$ cat src/rtl/wave_gen_dds.sv
// -----------------------------------------------------------------------------
// wave_gen_dds
//
// Direct digital synthesis waveform generator for the DAC data path.
// A phase accumulator advances by a runtime tuning word. A phase offset is
// added to it, and the top ROM_AW bits form the phase index P. Sine, square,
// triangle or sawtooth samples are derived from P, scaled by a gain, and
// presented with a fixed 3-cycle latency from the accumulator value.
//
// Configuration is offered through a valid/ready handshake. It is applied
// immediately when the generator is idle (en low, or tuning word zero).
// Otherwise it waits in a pending register until the next accumulator wrap,
// so a running waveform changes only at a period boundary.
//
// Ports
//   clk, rst     : clock and synchronous active-high reset
//   en           : run enable; low holds the accumulator at zero
//   cfg_valid    : configuration offer
//   cfg_ready    : high when a new configuration can be taken
//   cfg_wave     : 0 sine, 1 square, 2 triangle, 3 sawtooth
//   cfg_ftw      : frequency tuning word
//   cfg_pho      : phase offset added to the accumulator
//   cfg_duty     : square-wave low-time threshold on P
//   cfg_gain     : amplitude gain; sample * (gain+1) / 2^GAIN_W
//   rom_addr     : registered sine ROM address (= P)
//   rom_data     : sine ROM output, valid one cycle after rom_addr
//   data_out     : sample to the DAC, unsigned offset-binary
//   data_valid   : data_out carries a live sample
//   wrap_pulse   : one-cycle pulse after the accumulator wraps
//
// Parameter constraint: DATA_W+2 <= ROM_AW <= ACC_W.
// -----------------------------------------------------------------------------
module wave_gen_dds #(
    parameter int ACC_W  = 24,
    parameter int ROM_AW = 10,
    parameter int DATA_W = 8,
    parameter int GAIN_W = 8
) (
    input  logic              clk,
    input  logic              rst,
    input  logic              en,
    input  logic              cfg_valid,
    output logic              cfg_ready,
    input  logic [1:0]        cfg_wave,
    input  logic [ACC_W-1:0]  cfg_ftw,
    input  logic [ACC_W-1:0]  cfg_pho,
    input  logic [ROM_AW-1:0] cfg_duty,
    input  logic [GAIN_W-1:0] cfg_gain,
    output logic [ROM_AW-1:0] rom_addr,
    input  logic [DATA_W-1:0] rom_data,
    output logic [DATA_W-1:0] data_out,
    output logic              data_valid,
    output logic              wrap_pulse
);

    localparam logic [1:0] WAVE_SINE   = 2'd0;
    localparam logic [1:0] WAVE_SQUARE = 2'd1;
    localparam logic [1:0] WAVE_TRI    = 2'd2;
    localparam logic [1:0] WAVE_SAW    = 2'd3;

    localparam int PROD_W = DATA_W + GAIN_W + 1;

    // Reset duty puts the square edge at half period.
    localparam logic [ROM_AW-1:0] DUTY_RST = {1'b1, {(ROM_AW-1){1'b0}}};

    typedef struct packed {
        logic [1:0]        wave;
        logic [ACC_W-1:0]  ftw;
        logic [ACC_W-1:0]  pho;
        logic [ROM_AW-1:0] duty;
        logic [GAIN_W-1:0] gain;
    } cfg_t;

    localparam cfg_t CFG_RST = '{
        wave: WAVE_SINE,
        ftw:  '0,
        pho:  '0,
        duty: DUTY_RST,
        gain: '1
    };

    typedef enum logic {
        CFG_IDLE,
        CFG_PENDING
    } cfg_state_t;

    // -------------------------------------------------------------------------
    // Accumulator and configuration control
    // -------------------------------------------------------------------------
    cfg_state_t        cfg_state_reg, cfg_state_next;
    cfg_t              act_reg, act_next;
    cfg_t              pend_reg, pend_next;
    cfg_t              offer;
    logic [ACC_W-1:0]  acc_reg, acc_next;
    logic [ACC_W:0]    acc_sum;
    logic              wrap_next;
    logic              wrap_pulse_reg;

    assign offer = '{
        wave: cfg_wave,
        ftw:  cfg_ftw,
        pho:  cfg_pho,
        duty: cfg_duty,
        gain: cfg_gain
    };

    always_comb begin
        acc_sum        = {1'b0, acc_reg} + {1'b0, act_reg.ftw};
        acc_next       = en ? acc_sum[ACC_W-1:0] : '0;
        // The carry of this add is the period boundary.
        wrap_next      = en & acc_sum[ACC_W];
        cfg_state_next = cfg_state_reg;
        act_next       = act_reg;
        pend_next      = pend_reg;
        cfg_ready      = 1'b0;

        case (cfg_state_reg)
            CFG_IDLE: begin
                cfg_ready = 1'b1;
                if (cfg_valid) begin
                    // An idle generator has no period to protect, so the
                    // offer takes effect straight away and ready never drops.
                    if (!en || (act_reg.ftw == '0)) begin
                        act_next = offer;
                    end else begin
                        pend_next      = offer;
                        cfg_state_next = CFG_PENDING;
                    end
                end
            end
            CFG_PENDING: begin
                // A wrap on the accept cycle is not seen here (state was
                // still IDLE), so that config waits for the following wrap.
                if (!en || wrap_next) begin
                    act_next       = pend_reg;
                    cfg_state_next = CFG_IDLE;
                end
            end
            default: begin
                cfg_state_next = CFG_IDLE;
            end
        endcase
    end

    always_ff @(posedge clk) begin
        if (rst) begin
            cfg_state_reg  <= CFG_IDLE;
            act_reg        <= CFG_RST;
            pend_reg       <= CFG_RST;
            acc_reg        <= '0;
            wrap_pulse_reg <= 1'b0;
        end else begin
            cfg_state_reg  <= cfg_state_next;
            act_reg        <= act_next;
            pend_reg       <= pend_next;
            acc_reg        <= acc_next;
            wrap_pulse_reg <= wrap_next;
        end
    end

    assign wrap_pulse = wrap_pulse_reg;

    // -------------------------------------------------------------------------
    // Phase index and raw waveform shapes
    // -------------------------------------------------------------------------
    logic [ACC_W-1:0]  phase_sum;
    logic [ROM_AW-1:0] phase;
    logic [DATA_W-1:0] saw_raw;
    logic [DATA_W-1:0] tri_raw;
    logic [DATA_W-1:0] sq_raw;
    logic              unused_phase_lsb;

    assign phase_sum = acc_reg + act_reg.pho;
    assign phase     = phase_sum[ACC_W-1 -: ROM_AW];
    assign saw_raw   = phase[ROM_AW-1 -: DATA_W];
    assign sq_raw    = (phase < act_reg.duty) ? '0 : '1;

    generate
        if (ACC_W > ROM_AW) begin : g_phase_lsb
            assign unused_phase_lsb = ^phase_sum[ACC_W-ROM_AW-1:0];
        end else begin : g_phase_full
            assign unused_phase_lsb = 1'b0;
        end
    endgenerate

    // Triangle: the bits below the MSB ramp up in the first half period and
    // are folded (inverted) in the second half, giving twice the saw slope.
    genvar gi;
    generate
        for (gi = 0; gi < DATA_W; gi++) begin : g_tri
            assign tri_raw[gi] = phase[ROM_AW-1-DATA_W+gi] ^ phase[ROM_AW-1];
        end
    endgenerate

    // -------------------------------------------------------------------------
    // Stage 1: register shapes and the ROM address; wave and gain travel with
    // the sample so a config change never mixes into an in-flight sample.
    // -------------------------------------------------------------------------
    logic [DATA_W-1:0] saw_s1_reg;
    logic [DATA_W-1:0] tri_s1_reg;
    logic [DATA_W-1:0] sq_s1_reg;
    logic [ROM_AW-1:0] rom_addr_reg;
    logic [1:0]        wave_s1_reg;
    logic [GAIN_W-1:0] gain_s1_reg;
    logic              valid_s1_reg;

    always_ff @(posedge clk) begin
        if (rst) begin
            saw_s1_reg   <= '0;
            tri_s1_reg   <= '0;
            sq_s1_reg    <= '0;
            rom_addr_reg <= '0;
            wave_s1_reg  <= WAVE_SINE;
            gain_s1_reg  <= '1;
            valid_s1_reg <= 1'b0;
        end else begin
            saw_s1_reg   <= saw_raw;
            tri_s1_reg   <= tri_raw;
            sq_s1_reg    <= sq_raw;
            rom_addr_reg <= phase;
            wave_s1_reg  <= act_reg.wave;
            gain_s1_reg  <= act_reg.gain;
            valid_s1_reg <= en;
        end
    end

    assign rom_addr = rom_addr_reg;

    // -------------------------------------------------------------------------
    // Stage 2: select the computed shape. The ROM is reading during this
    // stage, so sine is only flagged here and its data is taken in stage 3.
    // -------------------------------------------------------------------------
    logic [DATA_W-1:0] raw_s2_next;
    logic [DATA_W-1:0] raw_s2_reg;
    logic              sine_s2_reg;
    logic [GAIN_W-1:0] gain_s2_reg;
    logic              valid_s2_reg;

    always_comb begin
        raw_s2_next = '0;
        case (wave_s1_reg)
            WAVE_SQUARE: raw_s2_next = sq_s1_reg;
            WAVE_TRI:    raw_s2_next = tri_s1_reg;
            WAVE_SAW:    raw_s2_next = saw_s1_reg;
            default:     raw_s2_next = '0;
        endcase
    end

    always_ff @(posedge clk) begin
        if (rst) begin
            raw_s2_reg   <= '0;
            sine_s2_reg  <= 1'b0;
            gain_s2_reg  <= '1;
            valid_s2_reg <= 1'b0;
        end else begin
            raw_s2_reg   <= raw_s2_next;
            sine_s2_reg  <= (wave_s1_reg == WAVE_SINE);
            gain_s2_reg  <= gain_s1_reg;
            valid_s2_reg <= valid_s1_reg;
        end
    end

    // -------------------------------------------------------------------------
    // Stage 3: gain scaling. raw*(gain+1) < 2^(DATA_W+GAIN_W), so the shifted
    // product always fits DATA_W bits and gain=all-ones returns raw exactly.
    // -------------------------------------------------------------------------
    logic [DATA_W-1:0] raw_s3;
    logic [GAIN_W:0]   gain_p1;
    logic [PROD_W-1:0] prod;
    logic [DATA_W-1:0] scaled;
    logic              unused_prod_bits;
    logic [DATA_W-1:0] data_out_reg;
    logic              data_valid_reg;

    assign raw_s3           = sine_s2_reg ? rom_data : raw_s2_reg;
    assign gain_p1          = {1'b0, gain_s2_reg} + {{GAIN_W{1'b0}}, 1'b1};
    assign prod             = PROD_W'(raw_s3) * PROD_W'(gain_p1);
    assign scaled           = prod[GAIN_W +: DATA_W];
    assign unused_prod_bits = ^{prod[PROD_W-1], prod[GAIN_W-1:0]};

    always_ff @(posedge clk) begin
        if (rst) begin
            data_out_reg   <= '0;
            data_valid_reg <= 1'b0;
        end else begin
            data_out_reg   <= valid_s2_reg ? scaled : '0;
            data_valid_reg <= valid_s2_reg;
        end
    end

    assign data_out   = data_out_reg;
    assign data_valid = data_valid_reg;

endmodule

$ cat config.mk
export PLATFORM = sky130hd
export DESIGN_NAME = wave_gen_dds
export DESIGN_NICKNAME = d
export VERILOG_FILES = /design/src/rtl/wave_gen_dds.sv
export SDC_FILE = /design/constraint.sdc
export NUM_CORES = 1
export LEC_CHECK = 0
export CORE_MARGIN = 4
export CORE_UTILIZATION = 59
export DETAILED_ROUTE_END_ITERATION = 6
export PLACE_DENSITY = 0.79
export RECOVER_POWER = 50
export SLEW_MARGIN = 20
export SYNTH_ARGS = -nofsm -noshare
export SYNTH_HDL_FRONTEND = slang
export SYNTH_SLANG_ARGS = --single-unit
$ cat constraint.sdc
create_clock -name clk -period 6.1 [get_ports clk]
set_input_delay 1.22 -clock clk [delete_from_list [all_inputs] [get_ports clk]]
set_output_delay 1.22 -clock clk [all_outputs]
set_load 0.005 [all_outputs]
# Yosys cells after proc, flatten, opt, wreduce, memory -nomap -nowiden
# Index checks and enable logic that the tools add are counted.
# op_classes
bitwise_logic	13
eq_ne	6
mux	12
magnitude_cmp	1
addsub	3
n_mul	1
n_reduce_logical	9
# ops
operator	n
68-bit 2-to-1 mux	3
68-bit case mux with 2 select lines	1
24-bit by 24-bit adder with 25-bit output	1
24-bit adder	1
24-bit zero test	1
8-bit case mux with 3 select lines	1
8-bit by 9-bit multiplier with 16-bit output	1
8-bit 2-to-1 mux	2
10-bit < comparator	1
8-bit by 1-bit adder with 9-bit output, second input constant	1
1-bit XOR	8
3-bit AND reduction	2
2-bit equality test, second input constant	2
1-bit 2-to-1 mux	4
2-bit != test, second input constant	2
1-bit NOT	4
2-bit OR reduction	2
2-bit by 1-bit equality test with 1-bit output, second input constant	1
2-bit zero test	1
1-bit logical OR	2
2-bit by 1-bit != test with 1-bit output, second input constant	1
1-bit case mux with 2 select lines	1
1-bit bitwise AND	1
1-bit zero test	1
# totals
elab_cells	71
regBits	234
out_inout_bits	21

# Logic depth before layout (Yosys ltp)
# depth
ltp_word	5
ltp_mapped	20
depth_no_buf	20

# Worst setup path before layout
# OpenSTA, ideal clock, no wires.
# synth_path
kind	input to register
startpoint	in rom_data[7]
endpoint	reg data_out_reg[3], in the netlist data_out[3]
arrival_time_ns	5.322
required_ns	5.970
setup_time_ns	0.130
stages	16
setup_slack_ns	0.648
cell_sequence	mux2i_1 nor2b_1 fa_1 fa_1 fa_1 inv_1 fa_1 inv_1 ha_1 and3_1 a21oi_1 nand2_1 or2_2 a21o_1 a211oi_1 nor3_1
# synth_via
elab_chain_cells	2
# synth_lines
item	line	source
from (decl)	50	input logic [DATA_W-1:0] rom_data,
8-bit 2-to-1 mux	275	assign raw_s3 = sine_s2_reg ? rom_data : raw_s2_reg;
8-bit by 9-bit multiplier with 16-bit output	277	assign prod = PROD_W'(raw_s3) * PROD_W'(gain_p1);
to (signal assigned)	286	data_out_reg <= valid_s2_reg ? scaled : '0;
to (decl)	272	logic [DATA_W-1:0] data_out_reg;
# No other way between the ends.
# A chain may end at the register's enable or synchronous reset.

# Final worst setup path
# layout_path
startpoint	in rom_data[4]
endpoint	reg data_out_reg[7], in the netlist data_out[7]
# Same word-level chain as after synthesis.

==> summary.md <==
| Metric | Value |
|---|---|
| Syn Std Cell Area | `12000 um2` |
| Primary FF master, synth | `dfxtp_1` |
| Comb pwr share | `0.191` |
| Syn avg cell area | `8.63 um2` |
| CP required | `6530 ps` |
| Hold Path Class | `register to register` |
| Fin nets | `1689` |
| Synthesis-to-layout area growth | `17.1%` |
| Most used cell, CP | `fa_1` |
| Final Cycle Share | `0.908` |
| TritonCTS clock tree | `built` |
| Via count | `9971` |
| Root Buffer Master | `clkbuf_16` |
| Slowest cell delay on critical path | `540 ps` |
| Number of global-route vias before repair | `9707` |
| Outcome | `complete, but fails checks` |
| Power Internal | `2.72 mW` |
| Most frequent cells in the layout | `219 x dfxtp_1, 217 x nor2_1, 167 x nand2_1` |
| Chip height | `about 150 um` |
| CTS resizes | `0` |
| Minimum clock period | `5540 ps` |
| DR iter-0 viols | `around 550` |
| Switching Share | `0.274` |
| # setup viols final | `0` |
| CTS sink count | `219` |
| Area contributors post-synth | `dfxtp_1 37%, ha_1 9.2%, fa_1 6.8%, nor2_1 6.8%, nand2_1 5.2%` |
| Share of the synthesized area in the top cell type | `0.365` |
| Arrival time worst endpoint | `approximately 6000 ps` |
| CP top delay family | `adder cells` |
| Congestion Overflow GR | `0` |
| Initial Util | `0.608` |
| Die ar. | `22700 um2` |
| Switching power | `around 1.0 mW` |
| H-tree Lvls | `1` |
| Dpl hpwl | `20.9 mm` |
| Via density | `5.66` |
| Max Clock Freq | `roughly 180 MHz` |
| Clock transition at path regs | `around 60 ps` |
| Slowest CP cell | `fa_1` |
| Routed len/inst | `between 15 and 20 um` |
| Mapped Nets | `1600` |
| MaxCap Viol Count | `5` |
| Max Fanout on Critical Path | `5` |
| Final hold vios | `0` |
| Clk buf depth | `3` |
| Largest net degree at the start of global routing | `98` |
| Clk network pwr share | `0.382` |
| Die width | `151 um` |
| CTS Hold Buffers Added | `0` |
| Setup crit end kind | `register` |
| Rows | `between 50 and 60` |
| Power Density | `267 nW/um2` |
| Cells along the critical path | `clkdlybuf4s50_1 > mux2i_1 > buf_4 > buf_4 > nand2b_1 > fa_1 > fa_1 > fa_1 > fa_1 > inv_1 > ha_1 > o21a_1 > o21ai_0 > a31oi_1 > o21ai_0 > a21oi_1 > o21a_1 > nor3_1` |
| Core Region | `between 15000 and 20000 um2` |
| Setup TNS Final | `0 ps` |
| Synth async-reset ratio | `0` |
| First-pass GRT wire length | `47.5 mm` |
| Final antenna-violating net count | `0` |
| First-pass DRT Iterations | `5` |
| Cells after synthesis | `1391` |
| Most common cell after layout, fill and taps aside | `dfxtp_1` |
| Share of power burned in registers | `0.427` |
| Leakage | `approximately 6.2 nW` |
| CTS Buf Count | `24` |
| DRC violations left | `0` |
| PortBufs | `100` |
| Post-CTS Setup Inserts | `0` |
| Worst VDD drop | `0.244 mV` |
| Buf/Inv on CP | `4` |
| Startpoint Class | `input port` |
| GP Congestion | `0.882` |
| Share of post-route cells with drive strength above 1 | `0.108` |
| Critical path class | `input port to register` |
| Clock Skews | `10.6 ps` |
| RSZ-0062 raised after global routing | `false` |
| Number of flops mapped to enable cells by yosys | `0` |
| Area leader, netlist | `dfxtp_1` |
| Slew margin rel. | `-0.312` |
| DP Area | `13300 um2` |
| Max-slew violations | `264` |
| Clk Latency, worst-skew pair | `510 ps` |
| Ports | `101` |
| Register area share after synthesis | `0.365` |
| Worst-Margin Slew | `1970 ps` |
| Number of distinct library cells after synthesis | `62` |
| Tot Pwr | `3.74 mW` |
| Routed WL | `around 29 mm` |
| Post-synthesis register bit count | `219` |
| Initial antenna violation count | `0` |
| Violated checks | `capacitance limit, slew limit` |
| Final instance area | `14000 um2` |
| GRT Total Usage | `0.257` |
| Yosys Warn Count | `0` |
cells by family (layout without fill, tap and decap cells):
family / after synthesis / in the layout / synth area share
AO/OA/AOI/OAI: 280 / 280 / 0.166
XOR/XNOR: 47 / 47 / 0.0349
adder cells (fa/ha/maj): 129 / 129 / 0.160
buffers and inverters: 150 / 256 / 0.0491
flip-flops: 219 / 219 / 0.365
multiplexers: 24 / 24 / 0.0212
other: 0 / 1 / 0
AND/OR/NAND/NOR: 542 / 542 / 0.203
power groups by stage:
stage / Combinational [mW] / Sequential [mW] / Clock, mW
final: 0.716 / 1.60 / 1.43
after global placement: 0.694 / 1.63 / 0
after detailed placement: 0.712 / 1.63 / 0
after floorplan: 0.495 / 1.60 / 0
after global routing: 0.807 / 1.61 / 1.52
after CTS: 0.719 / 1.60 / 1.46
cells in the mapped netlist (8+ instances only):
| cell type | count |
|---|---|
| a211o_1 | 8 |
| a21o_1 | 30 |
| a21oi_1 | 95 |
| a22oi_1 | 8 |
| a31oi_1 | 15 |
| and2_1 | 11 |
| buf_1 | 8 |
| clkbuf_1 | 51 |
| dfxtp_1 | 219 |
| fa_1 | 41 |
| ha_1 | 88 |
| inv_1 | 81 |
| mux2_2 | 11 |
| mux2i_1 | 13 |
| nand2_1 | 167 |
| nand2b_1 | 12 |
| nand3_1 | 10 |
| nand3b_1 | 10 |
| nand4_1 | 11 |
| nor2_1 | 217 |
| nor2b_1 | 26 |
| nor3_1 | 20 |
| o21ai_0 | 36 |
| o221a_2 | 48 |
| or2_2 | 31 |
| xnor2_1 | 23 |
| xor2_1 | 23 |
cell type report:
| cell class | instances | area [um2] |
|---|---|---|
| antenna | 1 | 2.50 |
| clock buffer | 35 | 683 |
| clock inverter | 8 | 96.3 |
| fill | 1567 | 5670 |
| inverter | 81 | 304 |
| multi-input combinational | 1022 | 7030 |
| sequential | 219 | 4380 |
| tap | 265 | 332 |
| timing repair buffer | 132 | 1220 |
through the flow:
stage                util  setup WS, ps  std cells  hold WS [ps]
finish              0.712           563       1763           408
global route        0.712           235       1762           426
CTS                 0.714           596       1762           409
detailed placement  0.674          72.4       1719           396
global placement    0.674          86.6       1719           392
floorplan               -           648       1391           389
worst reg2reg max path: cells and delay by family (launching register included):
family                   cells  cell delay (ps)
buffers and inverters        3              150
AND/OR/NAND/NOR              4              890
flip-flops                   1              380
XOR/XNOR                     1              260
adder cells (fa/ha/maj)      6             2550
AO/OA/AOI/OAI                6             1060
per-layer routing:
metal	track usage	vias to the layer above	part of all wire
met3	0.0292	71	0.037
li1	-	4932	-
met2	0.459	204	0.50
met4	0.0975	0	0.041
met1	0.317	4764	0.42
met5	0	-	0
path summary, 6_finish.rpt:
check	endpoint	slack (ps)	from	cells past startpoint
max	data_out[7]	560	rom_data[4]	18
max reg2reg	data_out[7]	740	gain_s2_reg[0]	20
min	gain_s2_reg[7]	410	gain_s1_reg[7]	1
min reg2reg	gain_s2_reg[7]	410	gain_s1_reg[7]	1
Note: power is estimated with default switching activity, not from simulation.
